$ cat src/rtl/set_time_ctrl.sv
// Push-button time setter: synchronised active-low keys step the h/m/s fields; output is seconds since midnight.
// Optional auto-repeat on the inc/dec keys is enabled by defining SET_TIME_AUTOREPEAT_EN.
module set_time_ctrl #(
    parameter int TIME_W        = 32,
    parameter int HOURS_PER_DAY = 24,
    parameter int SYNC_STAGES   = 2,
    parameter int REPEAT_DELAY  = 50_000_000,
    parameter int REPEAT_PERIOD = 10_000_000
) (
    input  logic              CLK,
    input  logic              RST,
    input  logic [2:0]        KEY,
    input  logic              on,
    input  logic              load,
    input  logic [TIME_W-1:0] load_time,
    output logic [TIME_W-1:0] user_time,
    output logic              finish,
    output logic [1:0]        stage
);

    typedef enum logic [1:0] {
        S_HOUR = 2'd0,
        S_MIN  = 2'd1,
        S_SEC  = 2'd2,
        S_DONE = 2'd3
    } state_t;

    localparam logic [TIME_W-1:0] LP_DAY  = TIME_W'(HOURS_PER_DAY * 3600);
    localparam logic [4:0]        LP_HMAX = 5'(HOURS_PER_DAY - 1);

    if (SYNC_STAGES < 2) begin : g_chk_sync
        $error("set_time_ctrl: SYNC_STAGES must be at least 2");
    end
    if (REPEAT_DELAY < 2 || REPEAT_PERIOD < 1) begin : g_chk_rpt
        $error("set_time_ctrl: REPEAT_DELAY must be >= 2 and REPEAT_PERIOD >= 1");
    end

    logic [SYNC_STAGES-1:0][2:0] r_sync;
    logic [2:0]                  r_prev;
    logic [2:0]                  r_evt;
    logic [2:0]                  w_key_s;
    logic [2:0]                  w_evt;
    state_t                      r_state;
    state_t                      w_state_nxt;
    logic                        r_finish;
    logic [4:0]                  r_h;
    logic [5:0]                  r_m;
    logic [5:0]                  r_s;
    logic [TIME_W-1:0]           r_user_time;
    logic [TIME_W-1:0]           w_ld_v;
    logic [TIME_W-1:0]           w_ld_rem;
    logic                        w_act;
    logic                        w_next;
    logic                        w_inc;
    logic                        w_dec;

    assign w_key_s = r_sync[SYNC_STAGES-1];

    // Preset to released so reset deassertion never looks like a press.
    always_ff @(posedge CLK or posedge RST) begin
        if (RST) begin
            r_sync <= '1;
            r_prev <= '1;
            r_evt  <= '0;
        end else begin
            r_sync <= {r_sync[SYNC_STAGES-2:0], KEY};
            r_prev <= w_key_s;
            r_evt  <= r_prev & ~w_key_s;
        end
    end

`ifdef SET_TIME_AUTOREPEAT_EN
    logic [2:1] w_rpt;
    logic       w_rpt_clr;

    assign w_rpt_clr = ~on | load | (w_state_nxt != r_state);

    for (genvar k = 1; k <= 2; k++) begin : g_rpt
        logic [31:0] r_cnt;
        logic        r_active;
        logic        r_phase;
        logic        r_rpt;
        logic [31:0] w_lim;
        logic        w_hit;

        // First repeat after REPEAT_DELAY cycles, then every REPEAT_PERIOD.
        assign w_lim    = r_phase ? 32'(REPEAT_PERIOD) : 32'(REPEAT_DELAY);
        assign w_hit    = (r_cnt == w_lim - 32'd1);
        assign w_rpt[k] = r_rpt;

        always_ff @(posedge CLK or posedge RST) begin
            if (RST) begin
                r_cnt    <= '0;
                r_active <= 1'b0;
                r_phase  <= 1'b0;
                r_rpt    <= 1'b0;
            end else if (w_rpt_clr || w_key_s[k]) begin
                r_cnt    <= '0;
                r_active <= 1'b0;
                r_phase  <= 1'b0;
                r_rpt    <= 1'b0;
            end else if (r_evt[k]) begin
                r_cnt    <= 32'd1;
                r_active <= 1'b1;
                r_phase  <= 1'b0;
                r_rpt    <= 1'b0;
            end else if (r_active) begin
                r_rpt <= w_hit;
                r_cnt <= w_hit ? '0 : r_cnt + 32'd1;
                if (w_hit) begin
                    r_phase <= 1'b1;
                end
            end else begin
                r_rpt <= 1'b0;
            end
        end
    end

    assign w_evt = r_evt | {w_rpt, 1'b0};
`else
    assign w_evt = r_evt;
`endif

    assign w_act  = on & ~load;
    assign w_next = w_act & w_evt[0];
    assign w_inc  = w_act & w_evt[1] & ~w_evt[2] & (r_state != S_DONE);
    assign w_dec  = w_act & w_evt[2] & ~w_evt[1] & (r_state != S_DONE);

    assign w_ld_v   = load_time % LP_DAY;
    assign w_ld_rem = w_ld_v % TIME_W'(3600);

    always_ff @(posedge CLK or posedge RST) begin
        if (RST) begin
            r_state  <= S_HOUR;
            r_finish <= 1'b0;
        end else begin
            r_state  <= w_state_nxt;
            r_finish <= (w_state_nxt == S_DONE);
        end
    end

    always_comb begin
        w_state_nxt = r_state;
        if (load) begin
            w_state_nxt = S_HOUR;
        end else if (w_next) begin
            case (r_state)
                S_HOUR:  w_state_nxt = S_MIN;
                S_MIN:   w_state_nxt = S_SEC;
                S_SEC:   w_state_nxt = S_DONE;
                default: w_state_nxt = S_HOUR;
            endcase
        end
    end

    always_comb begin
        stage     = r_state;
        finish    = r_finish;
        user_time = r_user_time;
    end

    always_ff @(posedge CLK or posedge RST) begin
        if (RST) begin
            r_h <= '0;
            r_m <= '0;
            r_s <= '0;
        end else if (load) begin
            r_h <= 5'(w_ld_v / TIME_W'(3600));
            r_m <= 6'(w_ld_rem / TIME_W'(60));
            r_s <= 6'(w_ld_rem % TIME_W'(60));
        end else if (w_inc || w_dec) begin
            case (r_state)
                S_HOUR: r_h <= w_inc ? ((r_h == LP_HMAX) ? '0 : r_h + 5'd1)
                                     : ((r_h == '0) ? LP_HMAX : r_h - 5'd1);
                S_MIN:  r_m <= w_inc ? ((r_m == 6'd59) ? '0 : r_m + 6'd1)
                                     : ((r_m == '0) ? 6'd59 : r_m - 6'd1);
                S_SEC:  r_s <= w_inc ? ((r_s == 6'd59) ? '0 : r_s + 6'd1)
                                     : ((r_s == '0) ? 6'd59 : r_s - 6'd1);
                default: ;
            endcase
        end
    end

    always_ff @(posedge CLK or posedge RST) begin
        if (RST) begin
            r_user_time <= '0;
        end else begin
            r_user_time <= TIME_W'(r_h) * TIME_W'(3600) + TIME_W'(r_m) * TIME_W'(60) + TIME_W'(r_s);
        end
    end

endmodule

$ cat config.mk
export PLATFORM = sky130hd
export DESIGN_NAME = set_time_ctrl
export DESIGN_NICKNAME = d
export VERILOG_FILES = /design/src/rtl/set_time_ctrl.sv
export SDC_FILE = /design/constraint.sdc
export NUM_CORES = 1
export LEC_CHECK = 0
export ABC_CLOCK_PERIOD_IN_PS = 7100
export CELL_PAD_IN_SITES_DETAIL_PLACEMENT = 1
export CELL_PAD_IN_SITES_GLOBAL_PLACEMENT = 1
export CORE_UTILIZATION = 51
export DETAILED_ROUTE_END_ITERATION = 16
export PLACE_DENSITY = 0.9
export SYNTH_ARGS = -nofsm -noshare
export SYNTH_HDL_FRONTEND = slang
export SYNTH_SLANG_ARGS = --single-unit
$ cat constraint.sdc
create_clock -name CLK -period 7.1 [get_ports CLK]
set_clock_uncertainty 0.15 [all_clocks]
set_input_delay 1.42 -clock CLK [delete_from_list [all_inputs] [get_ports CLK]]
set_output_delay 1.42 -clock CLK [all_outputs]
set_load 0.01 [all_outputs]
==> impl_metrics.ini, run 1 <==
[synth]
synth_area_leaders = sky130_fd_sc_hd__dfrtp_1 5.9%, sky130_fd_sc_hd__xnor2_1 5.4%, sky130_fd_sc_hd__ha_1 5.2%, sky130_fd_sc_hd__a21oi_1 4.8%, sky130_fd_sc_hd__nand2_1 4.4%
synth_top_area_cell = sky130_fd_sc_hd__dfrtp_1
synthArstFlopShare = 1.00
synth_top_area_share = 0.0587
post_synth.cell_area_avg_um2 = 7.29
ys_types = 153
synth-warning-count = 0
netlist_top_cells_count = 204 x sky130_fd_sc_hd__nand2_1, 204 x sky130_fd_sc_hd__nor2_1, 167 x sky130_fd_sc_hd__a21oi_1
yosys_most_used_dff = sky130_fd_sc_hd__dfrtp_1
yosysSeqAreaShare = 0.0722
post_synth_inst_count = 2401
synth-seq-cells = 50
syn_area_um2 = 17500
synth-edff-count = 0

[outcome]
outcome.stop_stage = detailed placement (3_5_place_dp)
error = [ERROR DPL-0033] detailed placement checks failed during check placement.
outcome = did not finish

[floorplan]
effective_utilization_at_floorplan = 0.520
ioPinCount = 74
fp.dieW_um = 187
rows = 67
vert_die_dim_um = 187

[placement]
gp_congestion = 0.970
port_buffers = 59
dp.final_hpwl_mm = 93.6
-- cells by family after synthesis --
family,Yosys count,share of synthesized area
other,1,0.000214
AO/OA/AOI/OAI,874,0.388
buffers and inverters,236,0.0599
AND/OR/NAND/NOR,923,0.278
flip-flops,50,0.0722
multiplexers,83,0.0541
XOR/XNOR,141,0.0760
adder cells (fa/ha/maj),93,0.0722
-- stage by stage --
stage / setup WS [ns] / setup TNS (ns)
global placement: -14.98 / -201.43
floorplan: -13.82 / -183.43
==> run 2: changes to the inputs <==
==> config.mk (replaced) <==
export PLATFORM = sky130hd
export DESIGN_NAME = set_time_ctrl
export DESIGN_NICKNAME = d
export VERILOG_FILES = /design/src/rtl/set_time_ctrl.sv
export SDC_FILE = /design/constraint.sdc
export NUM_CORES = 1
export LEC_CHECK = 0
export ABC_CLOCK_PERIOD_IN_PS = 7100
export CORE_UTILIZATION = 40
export DETAILED_ROUTE_END_ITERATION = 16
export PLACE_DENSITY_LB_ADDON = 0.15
export SYNTH_ARGS = -nofsm -noshare
export SYNTH_HDL_FRONTEND = slang
export SYNTH_SLANG_ARGS = --single-unit
==> impl_metrics.ini, run 2 <==
[outcome]
outcome = finished, violations left
violations = negative setup slack

[routing]
drt-vias-per-instance = 5.84
dr.first_iter.drc_count = 1759
wl_mm = 68.2
drt_pass1_iterations = 5
route.detailed.drc = 0
wire_per_inst_um = 17.4
num_vias = 22934
drtAntennaViolNets = 0

[timing]
slew-limit-headroom = 0.440
grt_setup_unrepaired = true
finalHoldWorstSlack_ns = 0.209
maxSlewViolCount = 0
layout_worst_path_cycle_share = 3.06
finalSetupViolations = 15
fin_ws_ns = -14.64
worst-slew-pin-transition_ns = 0.840
max_freq_mhz = 46.0
final_hold_viol_count = 0
period_needed_ns = 21.74

[clock_tree]
cts-root-buf = sky130_fd_sc_hd__clkbuf_16
tritoncts.num_buffers = 5
cts.sink_count = 50
clock_tree.htree_level_count = 2
clock_insertion_delay_worst_skew_ns = 0.30
worst_setup_hold_path_clk_slew_ns = 0.07
ctsLongestPathBuffers = 2
post_cts_hold_buffer_count = 0
cts_tree = built

[synth]
ys_types = 153
synth-seq-cells = 50
netlist_top_cells_count = 204 x sky130_fd_sc_hd__nand2_1, 204 x sky130_fd_sc_hd__nor2_1, 167 x sky130_fd_sc_hd__a21oi_1
synth_area_leaders = sky130_fd_sc_hd__dfrtp_1 5.9%, sky130_fd_sc_hd__xnor2_1 5.4%, sky130_fd_sc_hd__ha_1 5.2%, sky130_fd_sc_hd__a21oi_1 4.8%, sky130_fd_sc_hd__nand2_1 4.4%
synth-edff-count = 0
synthArstFlopShare = 1.00
synth_top_area_share = 0.0587
post_synth_inst_count = 2401
yosysSeqAreaShare = 0.0722
syn_area_um2 = 17500
synth-warning-count = 0
yosys_most_used_dff = sky130_fd_sc_hd__dfrtp_1
synth_top_area_cell = sky130_fd_sc_hd__dfrtp_1
post_synth.cell_area_avg_um2 = 7.29

[floorplan]
effective_utilization_at_floorplan = 0.406
core_region_area_um2 = 43100
ioPinCount = 74
rows = 76
vert_die_dim_um = 211
fp.dieW_um = 211
design.die.area_um2 = 44600

[global_routing]
grt_remaining_overflow = 0
pin_count_of_the_biggest_net_entering_global_routing = 51
grt_pass1_vias = 22173
grt_antenna_before_repair = 3
global_route_usage_over_all_layers = 0.285
wire_length_of_the_first_global_routing_pass_mm = 108

[placement]
gp_congestion = 0.936
post-place-ws_ns = -15.48
dp.final_hpwl_mm = 50.6
port_buffers = 59

[worst_hold_path]
hold_path.class = reg2reg

[setup_path]
cp_class = in2reg
crit_path_start_kind = input pin
critPathMostFrequentCell = sky130_fd_sc_hd__buf_4
cpPeakStageDelay_ns = 0.59
critPathTopFamily = compound AO/OA/AOI/OAI gates
worstPathRequired_ns = 7.13
crit_arrival_ns = 21.77
critPathSlowestCell = sky130_fd_sc_hd__or4_4
worst_setup_path_end_kind = register
crit_path_max_fanout = 14
buf_inv_stages_crit_path = 23

[finish]
filler_cell_count = 3482
share_of_final_layout_standard_cells_stronger_than_drive_strength_1 = 0.467
mostFrequentLayoutCells = 926 x sky130_fd_sc_hd__buf_4, 186 x sky130_fd_sc_hd__nor2_1, 185 x sky130_fd_sc_hd__nand2_1, 133 x sky130_fd_sc_hd__a21oi_1, 90 x sky130_fd_sc_hd__xnor2_1
syn_to_final_growth_pct = 65.0
final_common_cell = sky130_fd_sc_hd__buf_4
largest_register_ff_count = 18
fin_nets = 3469

[flow_run]
drv.max_cap_violation_count = 0
==> run 2: cell counts after synthesis <==
No cell type changed its count.
==> run 2: final timing paths <==
kind | to | cells after the start | slack (ns) | startpoint
setup / recovery | r_s[4]$_DFFE_PP0P_ | 97 | -14.64 | load_time[22]
hold / removal | w_key_s[0]$_DFF_PP1_ | 0 | 0.21 | r_sync[0]$_DFF_PP1_
setup reg to reg | user_time[16]$_DFF_PP0_ | 18 | 2.18 | r_m[0]$_DFFE_PP0P_
hold reg to reg | w_key_s[0]$_DFF_PP1_ | 0 | 0.21 | r_sync[0]$_DFF_PP1_
max in group asynchronous | user_time[9]$_DFF_PP0_ | 3 | 4.87 | RST
min in group asynchronous | r_evt[1]$_DFF_PP0_ | 3 | 1.47 | RST
==> run 2: per-stage QoR <==
stage / std cells / util / cell area (um2) / setup TNS [ns]
2_1_floorplan: 2414 / - / 18300 / -183.43
3_3_place_gp: 3748 / 0.583 / 25100 / -204.44
3_5_place_dp: 3748 / 0.583 / 25100 / -209.44
4_1_cts: 3856 / 0.631 / 27200 / -192.16
5_1_grt: 3930 / 0.670 / 28900 / -207.84
6_report: 3930 / 0.670 / 28900 / -196.66
==> run 2: cell type report <==
| type | count | area, um2 | area share |
|---|---|---|---|
| timing repair buffer | 1059 | 8440 | 0.293 |
| antenna | 2 | 5.00 | 0.000173 |
| clock buffer | 5 | 125 | 0.00433 |
| tap | 585 | 732 | 0.0254 |
| sequential | 50 | 1260 | 0.0437 |
| clock inverter | 3 | 26.3 | 0.000910 |
| multi-input combinational | 2130 | 17900 | 0.620 |
| inverter | 96 | 363 | 0.0126 |
==> run 2: cells by family after synthesis <==
family          count (synthesis)  synth area share
other cells                     1          0.000214
buf+inv                       236            0.0599
compound gates                874             0.388
fa+ha+maj                      93            0.0722
xor+xnor                      141            0.0760
simple gates                  923             0.278
mux                            83            0.0541
flops                          50            0.0722
==> run 2: timing repair <==
item,CTS,global route
setup buffers,100,72
setup endpoints to repair,15,15
gates cloned,2,1
gates resized for setup,257,225
pin swaps,172,164
==> run 2: layer usage <==
metal  GRT usage  part of all wire
met4      0.0785             0.024
met2       0.518              0.51
met5           0           0.00013
met1       0.360              0.43
met3      0.0168             0.038
Power of run 2 is not shown: default switching activity piles up to over one toggle a cycle in this logic, so the estimate is an artifact.
==> run 3: changes to the inputs <==
--- a/config.mk
+++ b/config.mk
@@ -8,6 +8,7 @@
 export ABC_CLOCK_PERIOD_IN_PS = 7100
 export CORE_UTILIZATION = 40
 export DETAILED_ROUTE_END_ITERATION = 16
+export GPL_TIMING_DRIVEN = 0
 export PLACE_DENSITY_LB_ADDON = 0.15
 export SYNTH_ARGS = -nofsm -noshare
 export SYNTH_HDL_FRONTEND = slang
==> impl_metrics.ini, run 3 (same netlist as run 2, synthesis figures left out) <==
[clock_tree]
post_cts_hold_buffer_count = 0
worst_setup_hold_path_clk_slew_ns = 0.08
cts.sink_count = 50
clock_tree.htree_level_count = 2
cts_tree = built
ctsLongestPathBuffers = 2
cts-root-buf = sky130_fd_sc_hd__clkbuf_16
tritoncts.num_buffers = 5
clock_insertion_delay_worst_skew_ns = 0.30

[finish]
mostFrequentLayoutCells = 314 x sky130_fd_sc_hd__buf_4, 187 x sky130_fd_sc_hd__nand2_1, 182 x sky130_fd_sc_hd__nor2_1, 135 x sky130_fd_sc_hd__a21oi_1, 91 x sky130_fd_sc_hd__o21ai_0
syn_to_final_growth_pct = 44.0
share_of_final_layout_standard_cells_stronger_than_drive_strength_1 = 0.358
fin_nets = 2933
largest_register_ff_count = 18
final_common_cell = sky130_fd_sc_hd__buf_4
final_cell_area_um2 = 25200

[floorplan]
ioPinCount = 74
design.die.area_um2 = 44600
effective_utilization_at_floorplan = 0.406
core_region_area_um2 = 43100
fp.dieW_um = 211
vert_die_dim_um = 211
rows = 76

[global_routing]
global_route_usage_over_all_layers = 0.267
pin_count_of_the_biggest_net_entering_global_routing = 35
grt_remaining_overflow = 0
grt_pass1_vias = 19933
wire_length_of_the_first_global_routing_pass_mm = 101
grt_antenna_before_repair = 2

[timing]
fin_ws_ns = -15.09
slew-limit-headroom = 0.485
grt_setup_unrepaired = true
max_freq_mhz = 45.1
final_hold_viol_count = 0
worst-slew-pin-transition_ns = 0.765
period_needed_ns = 22.19
finalSetupViolations = 15
layout_worst_path_cycle_share = 3.13
maxSlewViolCount = 0

[setup_path]
worstPathRequired_ns = 7.14
crit_path_start_kind = input pin
critPathSlowestCell = sky130_fd_sc_hd__or4_4
crit_arrival_ns = 22.23
cpPeakStageDelay_ns = 0.51
cp_class = in2reg
buf_inv_stages_crit_path = 29
worst_setup_path_end_kind = register
crit_path_max_fanout = 9
critPathTopFamily = compound AO/OA/AOI/OAI gates
critPathMostFrequentCell = sky130_fd_sc_hd__buf_4

[routing]
drt-vias-per-instance = 6.19
route.detailed.drc = 0
wl_mm = 63.7
dr.first_iter.drc_count = 1550
num_vias = 21005
wire_per_inst_um = 18.8
drtAntennaViolNets = 0
drt_pass1_iterations = 5

[placement]
gp_congestion = 0.906
dp.final_hpwl_mm = 43.8
post-place-ws_ns = -18.13
placedInstanceArea_um2 = 19500
port_buffers = 52

[outcome]
outcome = finished, violations left
violations = negative setup slack

[flow_run]
drv.max_cap_violation_count = 0

[worst_hold_path]
hold_path.class = reg2reg
-- run 3: routing by layer --
metal / vias to the layer above / GRT usage / part of all wire / routed length, um
li1: 9998 / - / - / -
met1: 10200 / 0.343 / 0.43 / 27400
met2: 681 / 0.477 / 0.50 / 32000
met3: 124 / 0.0153 / 0.043 / 2720
met4: 2 / 0.0792 / 0.024 / 1560
met5: - / 0 / 0.00014 / 9
-- run 3: worst paths after layout --
kind | start | to | slack, ns | cells past startpoint
min | r_sync[1]$_DFF_PP1_ | w_key_s[1]$_DFF_PP1_ | 0.21 | 0
min in group asynchronous | RST | r_s[1]$_DFFE_PP0P_ | 1.38 | 2
max in group asynchronous | RST | r_prev[0]$_DFF_PP1_ | 4.84 | 3
min reg2reg | r_sync[1]$_DFF_PP1_ | w_key_s[1]$_DFF_PP1_ | 0.21 | 0
max | load_time[23] | r_m[0]$_DFFE_PP0P_ | -15.09 | 103
max reg2reg | r_m[0]$_DFFE_PP0P_ | user_time[16]$_DFF_PP0_ | 2.20 | 18
-- run 3: timing repair --
item | CTS | global route
gates resized for setup | 414 | 194
buffers inserted | 228 | 105
cloned | 6 | 0
pin swaps | 207 | 102
setup endpoints to repair | 15 | 15
-- run 3: metrics by stage --
step / hold WS (ns) / setup TNS [ns] / utilization / cells
finish: 0.209 / -201.75 / 0.585 / 3393
global route: 0.214 / -213.57 / 0.585 / 3393
CTS: 0.209 / -197.92 / 0.546 / 3291
detailed placement: 0.197 / -245.02 / 0.454 / 3052
global placement: 0.196 / -241.91 / 0.453 / 3051
floorplan: 0.195 / -183.43 / - / 2414
-- run 3: final cells by class --
cell class / instances / area [um2]
fillers: 3825 / 17900
repair buffers: 389 / 3340
clock inverters: 3 / 28.8
diodes: 1 / 2.50
multi-input cells: 2128 / 18500
clock buffers: 5 / 125
plain buffers: 136 / 880
well taps: 585 / 732
inverters: 96 / 365
flip-flops and latches: 50 / 1260
-- run 3: worst reg2reg max path: cells and delay by family, from the launching register on --
kind / cells / cell delay (ns)
AO/OA/AOI/OAI: 8 / 1.33
XOR/XNOR: 1 / 0.12
adder cells (fa/ha/maj): 5 / 2.42
buffers and inverters: 2 / 0.10
flip-flops: 1 / 0.53
AND/OR/NAND/NOR: 2 / 0.18
Power of run 3 is left out for the same reason.
